`config.mk`:
```
export PLATFORM = sky130hd
export DESIGN_NAME = control_sequencer
export DESIGN_NICKNAME = d
export VERILOG_FILES = /design/src/rtl/control_sequencer.sv
export SDC_FILE = /design/constraint.sdc
export NUM_CORES = 1
export LEC_CHECK = 0
export ABC_AREA = 1
export BUFFER_PORTS_ARGS = -buffer_cell sky130_fd_sc_hd__buf_2
export CELL_PAD_IN_SITES_DETAIL_PLACEMENT = 0
export CELL_PAD_IN_SITES_GLOBAL_PLACEMENT = 1
export CORE_MARGIN = 10
export CORE_UTILIZATION = 29
export DETAILED_ROUTE_END_ITERATION = 12
export PLACE_DENSITY_LB_ADDON = 0.1
export SYNTH_ARGS = -nofsm -noshare
export SYNTH_HDL_FRONTEND = slang
export SYNTH_SLANG_ARGS = --single-unit
```
`constraint.sdc`:
```
create_clock -name i_clock -period 1.9 [get_ports i_clock]
set_input_delay 0.095 -clock i_clock [delete_from_list [all_inputs] [get_ports i_clock]]
set_output_delay 0.095 -clock i_clock [all_outputs]
set_load 0.01 [all_outputs]
```
`src/rtl/control_sequencer.sv`:
```
// -----------------------------------------------------------------------------
// control_sequencer
//
// Hardwired control unit for a simple bus-based datapath. It generates every
// per-cycle strobe the datapath needs. Each instruction runs a three-step
// fetch (T0-T2) followed by decode/execute (T3-T5). The execute steps cover
// three-register ALU instructions, nop and halt.
//
// The unit waits on the memory read handshake in T1. It stops in HALT on a
// halt opcode, on a stop request at an instruction boundary, or when memory
// fails to answer within MEM_TIMEOUT cycles.
//
// Ports
//   i_clock          system clock, rising edge
//   i_clr            asynchronous reset, active-low
//   i_ir[31:0]       datapath IR contents, valid from T3 of the current instruction
//   i_mem_ready      memory read data is valid on the datapath this cycle
//   i_stop           level request: halt at the next instruction boundary
//   o_pcout, o_zlowout, o_mdrout            bus drive enables
//   o_pcin, o_irin, o_yin, o_zin,
//   o_marin, o_mdrin                        register load enables
//   o_incpc          ALU PC+1 request (asserted with o_zin in T0)
//   o_read           memory read strobe
//   o_rin[NUM_REGS]  one-hot register-file load enable
//   o_rout[NUM_REGS] one-hot register-file bus drive enable
//   o_alu_select[5]  ALU operation code
//   o_run            1 while sequencing, 0 in HALT
//   o_illegal        sticky: an undefined opcode was decoded
//   o_mem_err        sticky: memory read timed out
// -----------------------------------------------------------------------------
module control_sequencer #(
    parameter int OP_W        = 5,
    parameter int RSEL_W      = 4,
    parameter int NUM_REGS    = 16,
    parameter int MEM_TIMEOUT = 15
) (
    input  logic                i_clock,
    input  logic                i_clr,
    input  logic [31:0]         i_ir,
    input  logic                i_mem_ready,
    input  logic                i_stop,
    output logic                o_pcout,
    output logic                o_zlowout,
    output logic                o_mdrout,
    output logic                o_pcin,
    output logic                o_irin,
    output logic                o_yin,
    output logic                o_zin,
    output logic                o_marin,
    output logic                o_mdrin,
    output logic                o_incpc,
    output logic                o_read,
    output logic [NUM_REGS-1:0] o_rin,
    output logic [NUM_REGS-1:0] o_rout,
    output logic [4:0]          o_alu_select,
    output logic                o_run,
    output logic                o_illegal,
    output logic                o_mem_err
);

    localparam int CNT_W = $clog2(MEM_TIMEOUT + 1);

    // IR field positions: opcode at the top, then Ra, Rb, Rc packed below it.
    localparam int OP_LO = 32 - OP_W;
    localparam int RA_LO = OP_LO - RSEL_W;
    localparam int RB_LO = RA_LO - RSEL_W;
    localparam int RC_LO = RB_LO - RSEL_W;

    localparam logic [OP_W-1:0] OP_NOP  = OP_W'(5'b00000);
    localparam logic [OP_W-1:0] OP_ADD  = OP_W'(5'b00011);
    localparam logic [OP_W-1:0] OP_SUB  = OP_W'(5'b00100);
    localparam logic [OP_W-1:0] OP_SHR  = OP_W'(5'b00101);
    localparam logic [OP_W-1:0] OP_SHL  = OP_W'(5'b00110);
    localparam logic [OP_W-1:0] OP_AND  = OP_W'(5'b01001);
    localparam logic [OP_W-1:0] OP_OR   = OP_W'(5'b01010);
    localparam logic [OP_W-1:0] OP_NEG  = OP_W'(5'b10000);
    localparam logic [OP_W-1:0] OP_NOT  = OP_W'(5'b10001);
    localparam logic [OP_W-1:0] OP_HALT = OP_W'(5'b11011);

    localparam logic [NUM_REGS-1:0] ONE_HOT_R0 = NUM_REGS'(1);

    typedef enum logic [2:0] {
        S_T0,
        S_T1,
        S_T2,
        S_T3,
        S_T4,
        S_T5,
        S_HALT
    } state_t;

    state_t           r_state;
    logic             r_live;      // 0 only in the first cycle after reset release
    logic [CNT_W-1:0] r_wait_cnt;  // T1 cycles spent without mem_ready
    logic             r_illegal;
    logic             r_mem_err;

    // Instruction field decode
    logic [OP_W-1:0]     w_op;
    logic [RSEL_W-1:0]   w_ra;
    logic [RSEL_W-1:0]   w_rb;
    logic [RSEL_W-1:0]   w_rc;
    logic [NUM_REGS-1:0] w_ra_oh;
    logic [NUM_REGS-1:0] w_rb_oh;
    logic [NUM_REGS-1:0] w_rc_oh;
    logic                w_is_alu;
    logic                w_unary;
    logic [4:0]          w_alu_sel;
    logic                w_unused_ir;

    assign w_op    = i_ir[31:OP_LO];
    assign w_ra    = i_ir[OP_LO-1:RA_LO];
    assign w_rb    = i_ir[RA_LO-1:RB_LO];
    assign w_rc    = i_ir[RB_LO-1:RC_LO];
    assign w_ra_oh = ONE_HOT_R0 << w_ra;
    assign w_rb_oh = ONE_HOT_R0 << w_rb;
    assign w_rc_oh = ONE_HOT_R0 << w_rc;

    // The low IR bits carry no meaning for this instruction set.
    assign w_unused_ir = ^i_ir[RC_LO-1:0];

    // NOTE: every signal written here gets a default first, so no path leaves it unassigned and no latch is inferred.
    always_comb begin
        w_is_alu  = 1'b1;
        w_unary   = 1'b0;
        w_alu_sel = 5'b00000;
        case (w_op)
            OP_ADD: w_alu_sel = 5'b00011;
            OP_SUB: w_alu_sel = 5'b00010;
            OP_AND: w_alu_sel = 5'b00100;
            OP_OR:  w_alu_sel = 5'b00101;
            OP_SHR: w_alu_sel = 5'b00110;
            OP_SHL: w_alu_sel = 5'b00111;
            OP_NEG: begin
                w_alu_sel = 5'b01000;
                w_unary   = 1'b1;
            end
            OP_NOT: begin
                w_alu_sel = 5'b01001;
                w_unary   = 1'b1;
            end
            default: w_is_alu = 1'b0;
        endcase
    end

    // Sequencing state. The first edge after reset release only arms the
    // unit, so T0 strobes appear one cycle after release.
    // NOTE: sequential state uses non-blocking assignments so every register samples pre-edge values.
    always_ff @(posedge i_clock or negedge i_clr) begin
        if (!i_clr) begin
            r_state    <= S_T0;
            r_live     <= 1'b0;
            r_wait_cnt <= '0;
            r_illegal  <= 1'b0;
            r_mem_err  <= 1'b0;
        end else if (!r_live) begin
            r_live <= 1'b1;
        end else begin
            case (r_state)
                S_T0: begin
                    r_wait_cnt <= '0;
                    r_state    <= S_T1;
                end
                S_T1: begin
                    if (i_mem_ready) begin
                        r_state <= S_T2;
                    end else if (r_wait_cnt == CNT_W'(MEM_TIMEOUT - 1)) begin
                        r_state   <= S_HALT;
                        r_mem_err <= 1'b1;
                    end else begin
                        r_wait_cnt <= r_wait_cnt + CNT_W'(1);
                    end
                end
                S_T2: r_state <= S_T3;
                S_T3: begin
                    if (w_is_alu) begin
                        r_state <= S_T4;
                    end else if (w_op == OP_NOP) begin
                        r_state <= i_stop ? S_HALT : S_T0;
                    end else if (w_op == OP_HALT) begin
                        r_state <= S_HALT;
                    end else begin
                        r_illegal <= 1'b1;
                        r_state   <= S_T0;
                    end
                end
                S_T4: r_state <= S_T5;
                S_T5: r_state <= i_stop ? S_HALT : S_T0;
                default: r_state <= S_HALT;
            endcase
        end
    end

    // Strobes are decoded from the present state rather than registered a
    // cycle ahead: IR loads on the same edge that enters T3, so the register
    // selects for T3 cannot be known any earlier. Every register feeding this
    // decode clears asynchronously, which drops all strobes as soon as clr falls.
    always_comb begin
        o_pcout      = 1'b0;
        o_zlowout    = 1'b0;
        o_mdrout     = 1'b0;
        o_pcin       = 1'b0;
        o_irin       = 1'b0;
        o_yin        = 1'b0;
        o_zin        = 1'b0;
        o_marin      = 1'b0;
        o_mdrin      = 1'b0;
        o_incpc      = 1'b0;
        o_read       = 1'b0;
        o_rin        = '0;
        o_rout       = '0;
        o_alu_select = 5'b00000;
        if (r_live) begin
            case (r_state)
                S_T0: begin
                    o_pcout = 1'b1;
                    o_marin = 1'b1;
                    o_incpc = 1'b1;
                    o_zin   = 1'b1;
                end
                S_T1: begin
                    o_zlowout = 1'b1;
                    o_pcin    = (r_wait_cnt == '0);  // one PC load per fetch
                    o_read    = 1'b1;
                    o_mdrin   = 1'b1;
                end
                S_T2: begin
                    o_mdrout = 1'b1;
                    o_irin   = 1'b1;
                end
                S_T3: begin
                    if (w_is_alu) begin
                        o_rout = w_rb_oh;
                        o_yin  = 1'b1;
                    end
                end
                S_T4: begin
                    o_rout       = w_unary ? w_rb_oh : w_rc_oh;
                    o_alu_select = w_alu_sel;
                    o_zin        = 1'b1;
                end
                S_T5: begin
                    o_zlowout = 1'b1;
                    o_rin     = w_ra_oh;
                end
                default: ;
            endcase
        end
    end

    assign o_run     = (r_state != S_HALT);
    assign o_illegal = r_illegal;
    assign o_mem_err = r_mem_err;

endmodule

```
Yosys cells after proc, flatten, opt, wreduce, memory -nomap -nowiden
Index checks and enable logic that the tools add are counted.
Word-level totals
  register bits: 10
  input bits: 36
Operators by class
  add/subtract/negate cells: 1
  eq/ne operators: 19
  shift-type cells: 3
  mux-type cells: 36
  bitwise logic cells: 4
  reduce and logical (&&, ||, !) cells: 12
Operators by type and width (number)
  $mux 16: 5
  $shl 1x4->16 const A: 3
  $pmux 16 s2: 1
  $pmux 4 s8: 1
  $mux 3: 6
  $pmux 3 s6: 1
  $mux 1: 17
  $eq 5x3->1 const B: 3
  $eq 5x5->1 const B: 3
  $eq 5x4->1 const B: 2
  $mux 5: 2
  $mux 4: 2
  $pmux 4 s2: 1
  $reduce_and 4->1: 2
  $reduce_or 8->1: 1
  $eq 3x2->1 const B: 2
  $eq 3x3->1 const B: 2
  $ne 3x3->1 const B: 2
  $reduce_or 2->1: 3
  $eq 5x2->1 const B: 1
  $logic_not 5->1: 1
  $reduce_and 5->1: 1
  $add 4x1->4 const B: 1
  $eq 4x4->1 const B: 1
  other kinds (7): 11

Longest topological paths before layout
  word-level depth: 6
  depth in mapped cells: 10

Worst setup path before layout
OpenSTA, ideal clock, no wires.
  path kind: register -> output
  start point: register r_state[1]
  end point: output o_rout[12]
  arrival: 1.415 ns
  data required time: 1.805 ns
  path slack: 0.390 ns
  stages on the path, launching flop included: 7
  path buffers: 1
  cells stage by stage: dfrtp_1 -> nor3_2 -> nand2_1 -> nand2_4 -> buf_4 -> nand2_1 -> a21oi_1
Between the ends
  longest elaborated chain between the ends: 3
  elaborated cells on any way between the ends: 4
  classes of those cells: eq/ne: 2; mux: 2
Ends and longest elaborated chain
  start, declared: line 92  | state_t r_state;
  start signal, assigned: line 179  | r_state <= i_stop ? S_HALT : S_T0;
  start signal, assigned: line 188  | S_T5: r_state <= i_stop ? S_HALT : S_T0;
  $eq 3x3->1 or $eq 3x2->1 (tied branches): line 214  | case (r_state)
  $pmux 16 s2 (*): line 214
  $mux 16 (*): line 213  | if (r_live) begin
  end, declared: line 54  | output logic [NUM_REGS-1:0] o_rout,
Mark *: on every way between the ends. The rest lies on a longest branch, timed or not.

Worst setup path after layout
  start point: register r_state[0]
  end point: output o_rout[11]
Same word-level chain as after synthesis.

==> flow_summary.yaml <==
run_status:
  status: "finished clean"
placed_design:
  dp_hpwl_um: 4560
  io_buffers: 70
  placed_cells: 403
  postPlaceCellArea_mm2: 0.002012
  gp_congestion: 0.7521
die:
  die_h_um: 94.92
  ioPinCount: 87
  dieArea_mm2: 0.009010
  coreArea_mm2: 0.005473
  initial_core_util_pct: 29.74
  rows: 27
  die_w_um: 94.92
worst_setup_path:
  reg2regPathDepth: 6
  required_ns: 1.80
  critPathCaptureType: "primary output"
  cp-start-kind: "flop"
  crit_type: "reg -> out"
  r2r_slack_ns: 0.46
  cp_max_fo: 15
  crit_arrival_ns: 1.68
  worstReg2RegEnd: "r_wait_cnt[3]"
  r2r-start: "r_wait_cnt[0]"
yosys:
  synthAdderAreaFrac_pct: 2.306
  synth_top_family_by_area: "simple AND/OR/NAND/NOR gates"
  synth_top_area_share_pct: 15.37
  netlist_instances: 270
  synthFlopType: "dfrtp_1"
  muxShareOfSynthArea_pct: 0
  synthTopCellsByArea: "dfrtp_1, nand2_1, nand3_1, nor2_1, a21oi_1"
  synth_cell_types: 39
  synth.most_common_cell: "nand2_1"
  synth_nets: 309
  synth_edf_count: 0
  ys_seq_area_share_pct: 15.37
  synth_xor_area_share_pct: 1.076
  synth-async-reset-ratio_pct: 100.0
  synth-simple-area-share_pct: 41.58
  ys_ff_latch: 10
  avgSynthCellArea_um2: 6.029
  synth_compound_area_share_pct: 25.06
  ys_warn_count: 0
  synth_area_mm2: 0.001628
  synth_top_area_cell: "dfrtp_1"
  synth_common_cells: "nand2_1, nor2_1, nand3_1, inv_1, a21oi_1"
final_layout:
  diodes: 0
  ff_latch_area_um2: 252.7
  final_cell_area_mm2: 0.002187
  fillCellCount: 628
  multi_input_area_mm2: 0.001187
  final_cells: 415
  drive_above_1_share_pct: 39.36
  syn_to_final_growth_pct: 34.36
  nets: 383
global_route:
  grt_max_degree: 16
  gr-total-overflow: 0
  grt_pass1_vias: 1952
  antenna_found_initial: 0
  grt_use_total_pct: 12.31
  grt_pass1_wl_um: 9390
power_and_ir_drop:
  p_per_area_mw_per_mm2: 637.9
  irDropWorstVdd_mv: 0.3107
  power.leakage_nw: 1.066
sta:
  finalSetupViolations: 0
  rsz0062_at_grt: "true"
  fin_crit_ns: 1.778
  slew_viol_final: 0
  fin_crit_sh_pct: 93.58
  max_freq_ghz: 0.5624
  finClkSkew_ns: 0.005194
  final_hold_viol_count: 0
clock_tree:
  cts.sinks: 10
  root_buffer: "clkbuf_8"
  cts_buffers: 3
  cts_max_level: 1
  clockBufferDepth: 2
  path_clk_slew_ns: 0.05
  cts_tree: "done"
  insertion_delay_ns: 0.23
detailed_routing:
  wl_um: 5559
  antenna_left: 0
  vias: 1994
  drc: 0
  drt-initial-drc-count: 124
  vias_per_cell: 4.805
  firstDrtPassIters: 4
  wl_per_cell_um: 13.40
hold_path:
  holdCritPathClass: "in -> async"
run:
  cap_violations: 0
## registers in the layout, summed over array words and instances, names as in the netlist
signal / count
r_state: 3
o_illegal: 1
r_live: 1
r_wait_cnt: 4
o_mem_err: 1
## worst max-delay path by stage
stage	endpoint	startpoint	slack, ns
2_1_floorplan	o_rout[12]	r_state[1]	0.39
3_3_place_gp	o_rout[5]	r_state[1]	0.23
3_5_place_dp	o_rout[5]	r_state[1]	0.22
4_1_cts	o_rout[5]	r_state[1]	0.008
5_1_grt	o_rout[13]	r_state[1]	-0.005
6_report	o_rout[11]	r_state[0]	0.12
## cells in the final DEF, fill, tap and decap left out, types with 3 or more instances in the layout
cell / n
inv_2: 11
o22ai_2: 3
nand3_2: 3
dfrtp_1: 8
o21ai_1: 15
buf_4: 11
nand4_1: 8
nand3_1: 27
inv_1: 19
ha_1: 3
nand2_1: 46
clkbuf_8: 4
o21ai_0: 7
nand2_2: 7
nor4_1: 4
buf_2: 70
nor3_2: 3
a21oi_1: 17
a21oi_2: 4
nor2_1: 36
o21ai_2: 5
## cell families after synthesis
kind of cell	after synthesis
AND/OR/NAND/NOR	144
AO/OA/AOI/OAI	63
buffers and inverters	46
flip-flops	10
adder cells (fa/ha/maj)	3
XOR/XNOR	2
other	2
## critical path, cell delays in order (launching register included)
cell	delay, ns
dfrtp_1	0.42
buf_4	0.17
nand3_1	0.15
nor2_2	0.15
inv_2	0.07
nand2_8	0.12
o21ai_0	0.10
nor2_1	0.12
buf_2	0.14
## power breakdown
group / switching (mW) / internal (mW)
Clock: 0.0798 / 0.182
Sequential: 0.0736 / 0.261
Combinational: 0.466 / 0.333
Total: 0.619 / 0.776
## per-layer routing
metal	share of wire [%]	global-route usage [%]	up-vias
met3	6.1	2.538	0
li1	-	-	1058
met5	0	0	-
met4	0	1.496	0
met1	49	16.86	896
met2	45	19.85	40
## final cells by class
class / instances / area share, %
clock buffer: 4 / 2.517
sequential: 10 / 11.56
timing repair buffer: 84 / 22.08
tap: 72 / 4.119
multi-input combinational: 214 / 54.29
inverter: 31 / 5.435
## metrics by stage
step / total power, mW / worst slack [ns] / hold WS, ns / TNS [ns] / utilization [%]
after global placement: 0.9640 / 0.2255 / -0.02440 / 0 / 36.76
final: 1.395 / 0.1220 / 0.2497 / 0 / 39.96
after CTS: 1.241 / 0.007557 / 0.2578 / 0 / 38.02
after floorplan: 0.7533 / 0.3901 / -0.2006 / 0 / -
after detailed placement: 0.9640 / 0.2154 / -0.02650 / 0 / 36.76
after global routing: 1.516 / -0.004950 / 0.2944 / -0.004950 / 39.96
## timing repair
item                                   4_1_cts  5_1_grt
hold buffers                                 1        0
setup buffers                                0        7
gates resized for setup                      2       11
endpoints found under the hold margin       10        0
setup endpoints to repair                    6       23
pin swaps                                    0        2
cloned                                       0        0
No activity file was read; power rests on OpenSTA's default activity.
